--- src/rtl/uart_tx_arbiter.sv ---
// uart_tx_arbiter: shares one UART TX core between two byte FIFOs with round-robin selection.
// Latency: a byte written into an empty FIFO while idle is popped next edge; tx_start the cycle after.
// Backpressure: reqN_full when a FIFO holds DEPTH bytes; writes while full are dropped and flagged in reqN_ovf.

// Per-requester byte FIFO with a sticky overflow flag.
// A write while full is rejected even if a pop happens the same cycle.
module uart_tx_arb_fifo #(
  parameter int DEPTH = 4
) (
  input  logic       clk_i,
  input  logic       rst_i,
  input  logic       wr_i,
  input  logic [7:0] wdata_i,
  input  logic       pop_i,
  input  logic       ovf_clr_i,
  output logic [7:0] head_o,
  output logic       empty_o,
  output logic       full_o,
  output logic       ovf_o
);

  localparam int AW = $clog2(DEPTH);

  logic [7:0]    mem_q [DEPTH];
  logic [AW-1:0] wptr_q, wptr_d;
  logic [AW-1:0] rptr_q, rptr_d;
  logic [AW:0]   cnt_q, cnt_d;
  logic          ovf_q, ovf_d;
  logic          wr_ok;
  logic          pop_ok;

  // Full/empty come straight from the registered count, so they lag a write or pop by one edge.
  assign full_o  = (cnt_q == (AW+1)'(DEPTH));
  assign empty_o = (cnt_q == '0);
  assign head_o  = mem_q[rptr_q];
  assign ovf_o   = ovf_q;

  assign wr_ok  = wr_i && !full_o;
  assign pop_ok = pop_i && !empty_o;

  // Next pointers, count and overflow flag; a fresh overflow wins over a same-cycle clear.
  always_comb begin
    wptr_d = wptr_q;
    rptr_d = rptr_q;
    cnt_d  = cnt_q;
    if (wr_ok) begin
      wptr_d = wptr_q + AW'(1);
    end
    if (pop_ok) begin
      rptr_d = rptr_q + AW'(1);
    end
    case ({wr_ok, pop_ok})
      2'b10:   cnt_d = cnt_q + (AW+1)'(1);
      2'b01:   cnt_d = cnt_q - (AW+1)'(1);
      default: cnt_d = cnt_q;
    endcase
    ovf_d = (ovf_q && !ovf_clr_i) || (wr_i && full_o);
  end

  // Control state with synchronous reset; reset discards all queued bytes.
  always_ff @(posedge clk_i) begin
    if (rst_i) begin
      wptr_q <= '0;
      rptr_q <= '0;
      cnt_q  <= '0;
      ovf_q  <= 1'b0;
    end else begin
      wptr_q <= wptr_d;
      rptr_q <= rptr_d;
      cnt_q  <= cnt_d;
      ovf_q  <= ovf_d;
    end
  end

  // Storage array; contents are don't-care while the count says empty, so no reset.
  always_ff @(posedge clk_i) begin
    if (wr_ok) begin
      mem_q[wptr_q] <= wdata_i;
    end
  end

endmodule

module uart_tx_arbiter #(
  parameter int DEPTH    = 4,
  parameter int GAP_CLKS = 16
) (
  input  logic       CLK50M,
  input  logic       RST,
  input  logic [7:0] req0_data,
  input  logic       req0_wr,
  output logic       req0_full,
  output logic       req0_ovf,
  input  logic [7:0] req1_data,
  input  logic       req1_wr,
  output logic       req1_full,
  output logic       req1_ovf,
  input  logic       ovf_clr,
  output logic [7:0] tx_data,
  output logic       tx_start,
  input  logic       tx_busy,
  output logic       grant_id,
  output logic       active
);

  typedef enum logic [2:0] {
    S_IDLE      = 3'd0,
    S_ISSUE     = 3'd1,
    S_WAIT_BUSY = 3'd2,
    S_WAIT_DONE = 3'd3,
    S_GAP       = 3'd4
  } state_t;

  // Gap counter counts GAP_CLKS-1 down to 0, so it needs room for GAP_CLKS-1 only.
  localparam int GW       = (GAP_CLKS > 1) ? $clog2(GAP_CLKS) : 1;
  localparam int GAP_LOAD = (GAP_CLKS > 0) ? (GAP_CLKS - 1) : 0;

  state_t        state_q, state_d;
  logic [GW-1:0] gap_q, gap_d;
  logic [7:0]    txd_q, txd_d;
  logic          gid_q, gid_d;
  logic          last_q, last_d;

  logic [7:0] head0, head1;
  logic       empty0, empty1;
  logic       pop0, pop1;
  logic       sel;

  uart_tx_arb_fifo #(.DEPTH(DEPTH)) u_fifo0 (
    .clk_i     (CLK50M),
    .rst_i     (RST),
    .wr_i      (req0_wr),
    .wdata_i   (req0_data),
    .pop_i     (pop0),
    .ovf_clr_i (ovf_clr),
    .head_o    (head0),
    .empty_o   (empty0),
    .full_o    (req0_full),
    .ovf_o     (req0_ovf)
  );

  uart_tx_arb_fifo #(.DEPTH(DEPTH)) u_fifo1 (
    .clk_i     (CLK50M),
    .rst_i     (RST),
    .wr_i      (req1_wr),
    .wdata_i   (req1_data),
    .pop_i     (pop1),
    .ovf_clr_i (ovf_clr),
    .head_o    (head1),
    .empty_o   (empty1),
    .full_o    (req1_full),
    .ovf_o     (req1_ovf)
  );

  // On a tie the requester that was not served last wins; otherwise the only non-empty one.
  assign sel = (!empty0 && !empty1) ? !last_q : empty0;

  assign tx_data  = txd_q;
  assign grant_id = gid_q;
  assign active   = (state_q != S_IDLE);

  // Next-state, pop and start-pulse decode for the transmit sequencer.
  always_comb begin
    state_d  = state_q;
    gap_d    = gap_q;
    txd_d    = txd_q;
    gid_d    = gid_q;
    last_d   = last_q;
    pop0     = 1'b0;
    pop1     = 1'b0;
    tx_start = 1'b0;
    case (state_q)
      S_IDLE: begin
        if (!empty0 || !empty1) begin
          pop0    = !sel;
          pop1    = sel;
          txd_d   = sel ? head1 : head0;
          gid_d   = sel;
          last_d  = sel;
          state_d = S_ISSUE;
        end
      end
      S_ISSUE: begin
        tx_start = 1'b1;
        state_d  = S_WAIT_BUSY;
      end
      S_WAIT_BUSY: begin
        // No timeout and no re-issue: a TX core that never goes busy parks us here.
        if (tx_busy) begin
          state_d = S_WAIT_DONE;
        end
      end
      S_WAIT_DONE: begin
        if (!tx_busy) begin
          if (GAP_CLKS == 0) begin
            state_d = S_IDLE;
          end else begin
            gap_d   = GW'(GAP_LOAD);
            state_d = S_GAP;
          end
        end
      end
      S_GAP: begin
        if (gap_q == '0) begin
          state_d = S_IDLE;
        end else begin
          gap_d = gap_q - GW'(1);
        end
      end
      default: begin
        state_d = S_IDLE;
      end
    endcase
  end

  // Sequencer registers; reset aborts any frame in flight and re-arms requester 0 for the first tie.
  always_ff @(posedge CLK50M) begin
    if (RST) begin
      state_q <= S_IDLE;
      gap_q   <= '0;
      txd_q   <= 8'h00;
      gid_q   <= 1'b0;
      last_q  <= 1'b1;
    end else begin
      state_q <= state_d;
      gap_q   <= gap_d;
      txd_q   <= txd_d;
      gid_q   <= gid_d;
      last_q  <= last_d;
    end
  end

endmodule

--- config.mk ---
export PLATFORM = sky130hd
export DESIGN_NAME = uart_tx_arbiter
export DESIGN_NICKNAME = d
export VERILOG_FILES = /design/src/rtl/uart_tx_arbiter.sv
export SDC_FILE = /design/constraint.sdc
export NUM_CORES = 1
export LEC_CHECK = 0
export ABC_AREA = 1
export CORE_UTILIZATION = 57
export CTS_CLUSTER_DIAMETER = 100
export CTS_CLUSTER_SIZE = 12
export DETAILED_ROUTE_END_ITERATION = 8
export GPL_TIMING_DRIVEN = 0
export PLACE_DENSITY = 0.8
export SETUP_SLACK_MARGIN = 0.05
export SYNTH_ARGS = -nofsm -noshare
export SYNTH_HDL_FRONTEND = slang
export SYNTH_HIERARCHICAL = 1
export SYNTH_SLANG_ARGS = --single-unit
--- constraint.sdc ---
create_clock -name CLK50M -period 2.5 [get_ports CLK50M]
set_input_delay 0.25 -clock CLK50M [delete_from_list [all_inputs] [get_ports CLK50M]]
set_output_delay 0.25 -clock CLK50M [all_outputs]
set_load 0.02 [all_outputs]
# Word level (Yosys, flattened, before mapping)
# Memories as Yosys holds them, arrays and structs flattened. A register that Yosys moved wholly into a read port is not among the register bits.
# Index checks and enable logic that the tools add are counted.
# W data, S select, Z words.
totals:
  wordCells: 94
  reg_bits: 33
  ramBits: 64
  out_inout_bits: 15
  memories: 2
op_classes:
  n_reduce_logical: 30
  n_mux: 25
  add_sub_neg: 9
  eq_ne: 15
memory_table:
  columns: ["memory", "words", "width", "rd", "rd_ports_with_merged_regs", "write_ports", "line", "rtl"]
  rows:
  - ["u_fifo0.mem_q", 4, 8, 1, 1, 1, "24", "logic [7:0] mem_q [DEPTH];"]
  - ["u_fifo1.mem_q", 4, 8, 1, 1, 1, "24", null]
op_table:
  columns: ["op", "count"]
  rows:
  - ["$pmux W3 S5", 1]
  - ["$mux W3", 4]
  - ["$pmux W3 S2", 2]
  - ["$mux W1", 10]
  - ["$ne A2 B2 Y1 const B", 5]
  - ["$eq A3 B3 Y1 const B", 3]
  - ["$logic_and A1 B1 Y1", 9]
  - ["$logic_not A3 Y1", 3]
  - ["$add A2 B1 Y2 const B", 4]
  - ["$mux W2", 4]
  - ["$mux W4", 2]
  - ["$mux W8", 1]
  - ["$pmux W4 S2", 1]
  - ["$logic_not A1 Y1", 7]
  - ["$add A3 B1 Y3 const B", 2]
  - ["$eq A3 B2 Y1 const B", 2]
  - ["$reduce_bool A2 Y1", 3]
  - ["$sub A3 B1 Y3 const B", 2]
  - ["$eq A2 B1 Y1 const B", 2]
  - ["$eq A2 B2 Y1 const B", 2]
  - ["$logic_not A4 Y1", 1]
  - ["$reduce_and A4 Y1", 1]
  - ["$sub A4 B1 Y4 const B", 1]
  - ["$eq A3 B1 Y1 const B", 1]
  - ["4 further kinds", 6]

# Logic depth before layout (Yosys ltp)
logic_depth:
  word_depth: 10
  mapped_depth: 20
  ltp_nobuf: 19

# Cells and area by module
# Netlist, hierarchy kept.
by_module_without_submodules:
  columns: ["module", "area_each_um2", "cells_each", "n_inst", "seq_area_each_um2"]
  rows:
  - ["uart_tx_arb_fifo", 1727.9, 151, 2, 1161.1]
  - ["uart_tx_arbiter", 922.1, 128, 1, 340.3]

# Worst setup path after synthesis
# No wires, ideal clock.
synth_path:
  path_type: "register to register"
  start: "register u_fifo1.cnt_q[1]"
  end: "register u_fifo0.cnt_q[2]"
  slack_ps: 225
  stages_incl_launch_ff: 19
  t_arrival_ps: 2163
  setup_ps: 113
  cell_sequence: "dfxtp_1 -> nor2_2 -> nand2_2 -> inv_1 -> nor2_1 -> nor2_2 -> inv_2 -> nor2_1 -> nand2_1 -> inv_1 -> ha_1 -> inv_1 -> fa_1 -> inv_1 -> nand2_1 -> nand3_1 -> nand2_1 -> nand2_1 -> nor2_1"
synth_via:
  elab_chain_cells: 10
  word_cells_on_any_way: 13
synth_lines:
  columns: ["element", "line", "rtl"]
  rows:
  - ["start: declaration", "27", "logic [AW:0] cnt_q, cnt_d;"]
  - ["start signal: assignment", "70", "cnt_q <= cnt_d;"]
  - ["$logic_not A3 Y1 *", "34", "assign empty_o = (cnt_q == '0);"]
  - ["named net empty1", "125", "logic empty0, empty1;"]
  - ["$logic_not A1 Y1 *", "156, 174", null]
  - ["$logic_and A1 B1 Y1", "156", "assign sel = (!empty0 && !empty1) ? !last_q : empty0;"]
  - ["$mux W1", "156", null]
  - ["$logic_not A1 Y1", "175", "pop0 = !sel;"]
  - ["$mux W1 *", "174", "if (!empty0 || !empty1) begin"]
  - ["$mux W1 *", "172", "case (state_q)"]
  - ["named net pop0", "126", "logic pop0, pop1;"]
  - ["$logic_and A1 B1 Y1 *", "39", "assign pop_ok = pop_i && !empty_o;"]
  - ["named net u_fifo0.pop_ok", "30", "logic pop_ok;"]
  - ["$eq A2 B1 Y1 / $eq A2 B2 Y1 (equally long branches)", "52", "case ({wr_ok, pop_ok})"]
  - ["$pmux W3 S2 / $reduce_bool A2 Y1 (equally long branches)", null, null]
  - ["end signal: assignment", "70", null]
  - ["end: declaration", "27", null]
# Mark *: on every way through the listed nets, which the timed path passes. The rest lies on a longest branch.
# A chain may end at the register's enable or synchronous reset.

# Final worst setup path
layout_path:
  start: "register u_fifo1.cnt_q[0]"
  end: "register u_fifo0.cnt_q[2]"
# Same word-level chain as after synthesis.

==> flow_summary_export.csv <==
group,metric,value,unit
outcome,status,"complete, no violations",
layout,layout_common_cells,"64 x edfxtp_1, 62 x nand2_1, 56 x inv_1",
flow_run,cap_violations,0,
floorplanning,fp.coreArea,7331,µm²
power,p_total,5.561,mW
drt,drt_iter0_markers,106,
yosys,syn_nets,465,
timing,finalSetupViolCount,0,
floorplanning,die_w,89.64,µm
layout,fin_cells,591,
drt,antenna_left,0,
floorplanning,pin_count,37,
setup_path,reg2regPathDepth,17,
floorplanning,die_y,89.64,µm
timing,finalMaxSlewViolations,0,
timing,post-route-period-util,92.58,%
layout,layout-drive-gt1-share,14.23,%
power,leakagePower,2.028,nW
yosys,mappedNetlistArea,4378,µm²
timing,rsz0062_at_grt,"true",
clocking,cts-htree-levels,3,
placed_design,gp_congestion,0.8181,
layout,multi_input_area,1433,µm²
clocking,cts_hold_buf,0,
layout,layout.nets,522,
yosys,avgSynthCellArea,10.18,µm²
setup_path,crit_start,"u_fifo1/cnt_q[0]",
setup_path,criticalPathCategory,"flop to flop",
placed_design,place.port_buffers,36,
setup_path,reg2reg_from,"u_fifo1/cnt_q[0]",
layout,final-seq-area,2668,µm²
power,irDropWorstVdd,0.5918,mV
yosys,synth_top_cell_by_area,"edfxtp_1",
setup_path,cp-end-kind,"flop",
yosys,synth.top_cells.by_area,"edfxtp_1 44%, dfxtp_1 17%, nand2_1 5.3%",
layout,fin_util,70.06,%
drt,wl,8.875,mm
timing,clock_skew,14.12,ps
global_route,grt_overflow_total,0,
layout,num-fill-cells,547,
yosys,ys_warn_count,6,
clocking,clockBufferDepth,2,
yosys,synth_cells,430,
clocking,cts-root-buf,"clkbuf_8",
global_route,grt_usage,24.04,%
clocking,cts_tree,"yes",
clocking,clk-insertion-delay-late,370,ps
floorplanning,initial_core_util,59.72,%
floorplanning,dieArea,8035,µm²
timing,hold_violations,0,
yosys,yosysUniqueCellTypes,30,
yosys,ys.flop_type,"edfxtp_1",
drt,wire_per_inst,15.02,µm
clocking,numCtsBuffers,9,
setup_path,required,2800,ps
clocking,clk_pin_slew,90,ps
hold_path,min_path_type,"flop to flop",
layout,layout_commonest_cell,"edfxtp_1",
timing,fmax,0.4320,GHz
power,power.density,1083,nW/µm²
global_route,grt_max_degree,17,
placed_design,post-place-cells,565,
yosys,synth_edf_count,64,
drt,drcViolationCount,0,
clocking,cts_sinks,101,
timing,relSlewSlack,44.32,%
timing,min_period,2315,ps
placed_design,placed_cell_area,4862,µm²
drt,viasPerCell,5.360,
layout,area_growth,17.32,%
drt,dr.pass1.iters,4,
layout,stdcell_area,5136,µm²
hold_path,hp-start,"u_fifo1/ovf_o",
hold_path,hold-path-cell-count,2,
global_route,grt_pass1_vias,3011,
yosys,synth-seq-area-share,60.82,%
yosys,ys_seq_elements,101,
yosys,synth_top_area_share,43.90,%
setup_path,cp-start-kind,"flop",
setup_path,critical_path_arrival,2620,ps
global_route,antenna_found_initial,0,
setup_path,crit_fanout,10,
layout,antenna_cells,0,
floorplanning,num_rows,31,
drt,vias,3168,
timing,tightest_slew,832.2,ps
placed_design,dpl.hpwl,6.021,mm
yosys,async_reset_ff_share,0,%
global_route,grt_pass1_wl,14.20,mm
## registers in the layout (all words and copies together), names as in the netlist, named ones only
signal and count:
u_fifo0/wptr_q 2, u_fifo1/cnt_q 3, u_fifo1/wptr_q 2, u_fifo0/rptr_q 2, grant_id 1, gap_q 4
u_fifo1/ovf_o 1, state_q 3, u_fifo0/cnt_q 3, last_q 1, u_fifo1/rptr_q 2, u_fifo0/mem_q 32
tx_data 8, u_fifo1/mem_q 32, u_fifo0/ovf_o 1
## power by group
group	total, mW	internal, mW	switching (mW)
combinational	2.38	0.966	1.42
sequential	2.25	2.05	0.206
clock	0.926	0.382	0.544
total	5.56	3.39	2.17
## logic make-up (layout without fill, tap and decap cells)
group                    count (synthesis)  after routing  share of synthesized area (%)
AND/OR/NAND/NOR                        166            166                          17.15
buffers and inverters                   69            131                          6.973
AO/OA/AOI/OAI                           81             81                          11.00
flip-flops                             101            101                          60.82
adder cells (fa/ha/maj)                 13             13                          4.058
## through the flow
step	hold slack, ps	worst slack, ps	setup TNS (ps)
3_3_place_gp	442.3	-70.42	-70.42
2_1_floorplan	312.4	224.5	0
3_5_place_dp	443.6	-189.8	-222.2
5_1_grt	502.9	-21.47	-21.47
4_1_cts	465.7	64.11	0
6_report	473.6	185.4	0
## path summary, 6_finish.rpt
path,end,slack [ps]
max,u_fifo0/cnt_q[2],190
min,u_fifo1/ovf_o,470
max reg2reg,u_fifo0/cnt_q[2],190
min reg2reg,u_fifo1/ovf_o,470
## cell type report
cell class                 instances  share of cell area, %
tap                               99                  2.412
inverter                          63                  4.653
timing repair buffer              46                  8.477
buffer                             6                  1.340
clock buffer                      11                  2.753
multi-input combinational        260                  27.89
sequential                       101                  51.94
clock inverter                     5                 0.5359
## metal layers
layer  track usage [%]  up-vias  wire length (µm)
met5                 0        -                 0
met4             10.25        0               168
met2             40.43       65              4554
met1             31.40     1530              3859
met3             3.382       14               293
li1                  -     1559                 -
## critical path, stage by stage (launching register included)
cell and delay (ps):
dfxtp_1 330, nor2_2 140, nand2_2 90, inv_1 100
nor2_2 60, nor2_4 150, inv_4 100, nor2_4 120
nand2_1 80, inv_1 80, ha_1 170, inv_1 80
fa_2 350, nand2_1 90, nand3_1 90, nand2_1 70
nand2_1 50, nor2_1 90
## what timing repair did
action / 4_1_cts / 5_1_grt
pin swaps: 2 / 3
gates resized for setup: 2 / 12
endpoints found under the setup margin: 4 / 3
buffers inserted: 2 / 8
## synthesized netlist by cell type (2+ instances only)
| cell | count |
|---|---|
| nor2_1 | 57 |
| nand2_4 | 4 |
| dfxtp_1 | 37 |
| nor2_2 | 4 |
| fa_1 | 2 |
| o211ai_1 | 8 |
| edfxtp_1 | 64 |
| a21oi_1 | 16 |
| nand2_1 | 62 |
| inv_2 | 5 |
| ha_1 | 11 |
| inv_1 | 58 |
| o21ai_0 | 30 |
| o22ai_1 | 16 |
| buf_6 | 4 |
| nand2_2 | 7 |
| o21ai_1 | 2 |
| o21ai_2 | 6 |
| nand3_1 | 26 |
No activity file was read; power rests on OpenSTA's default activity.
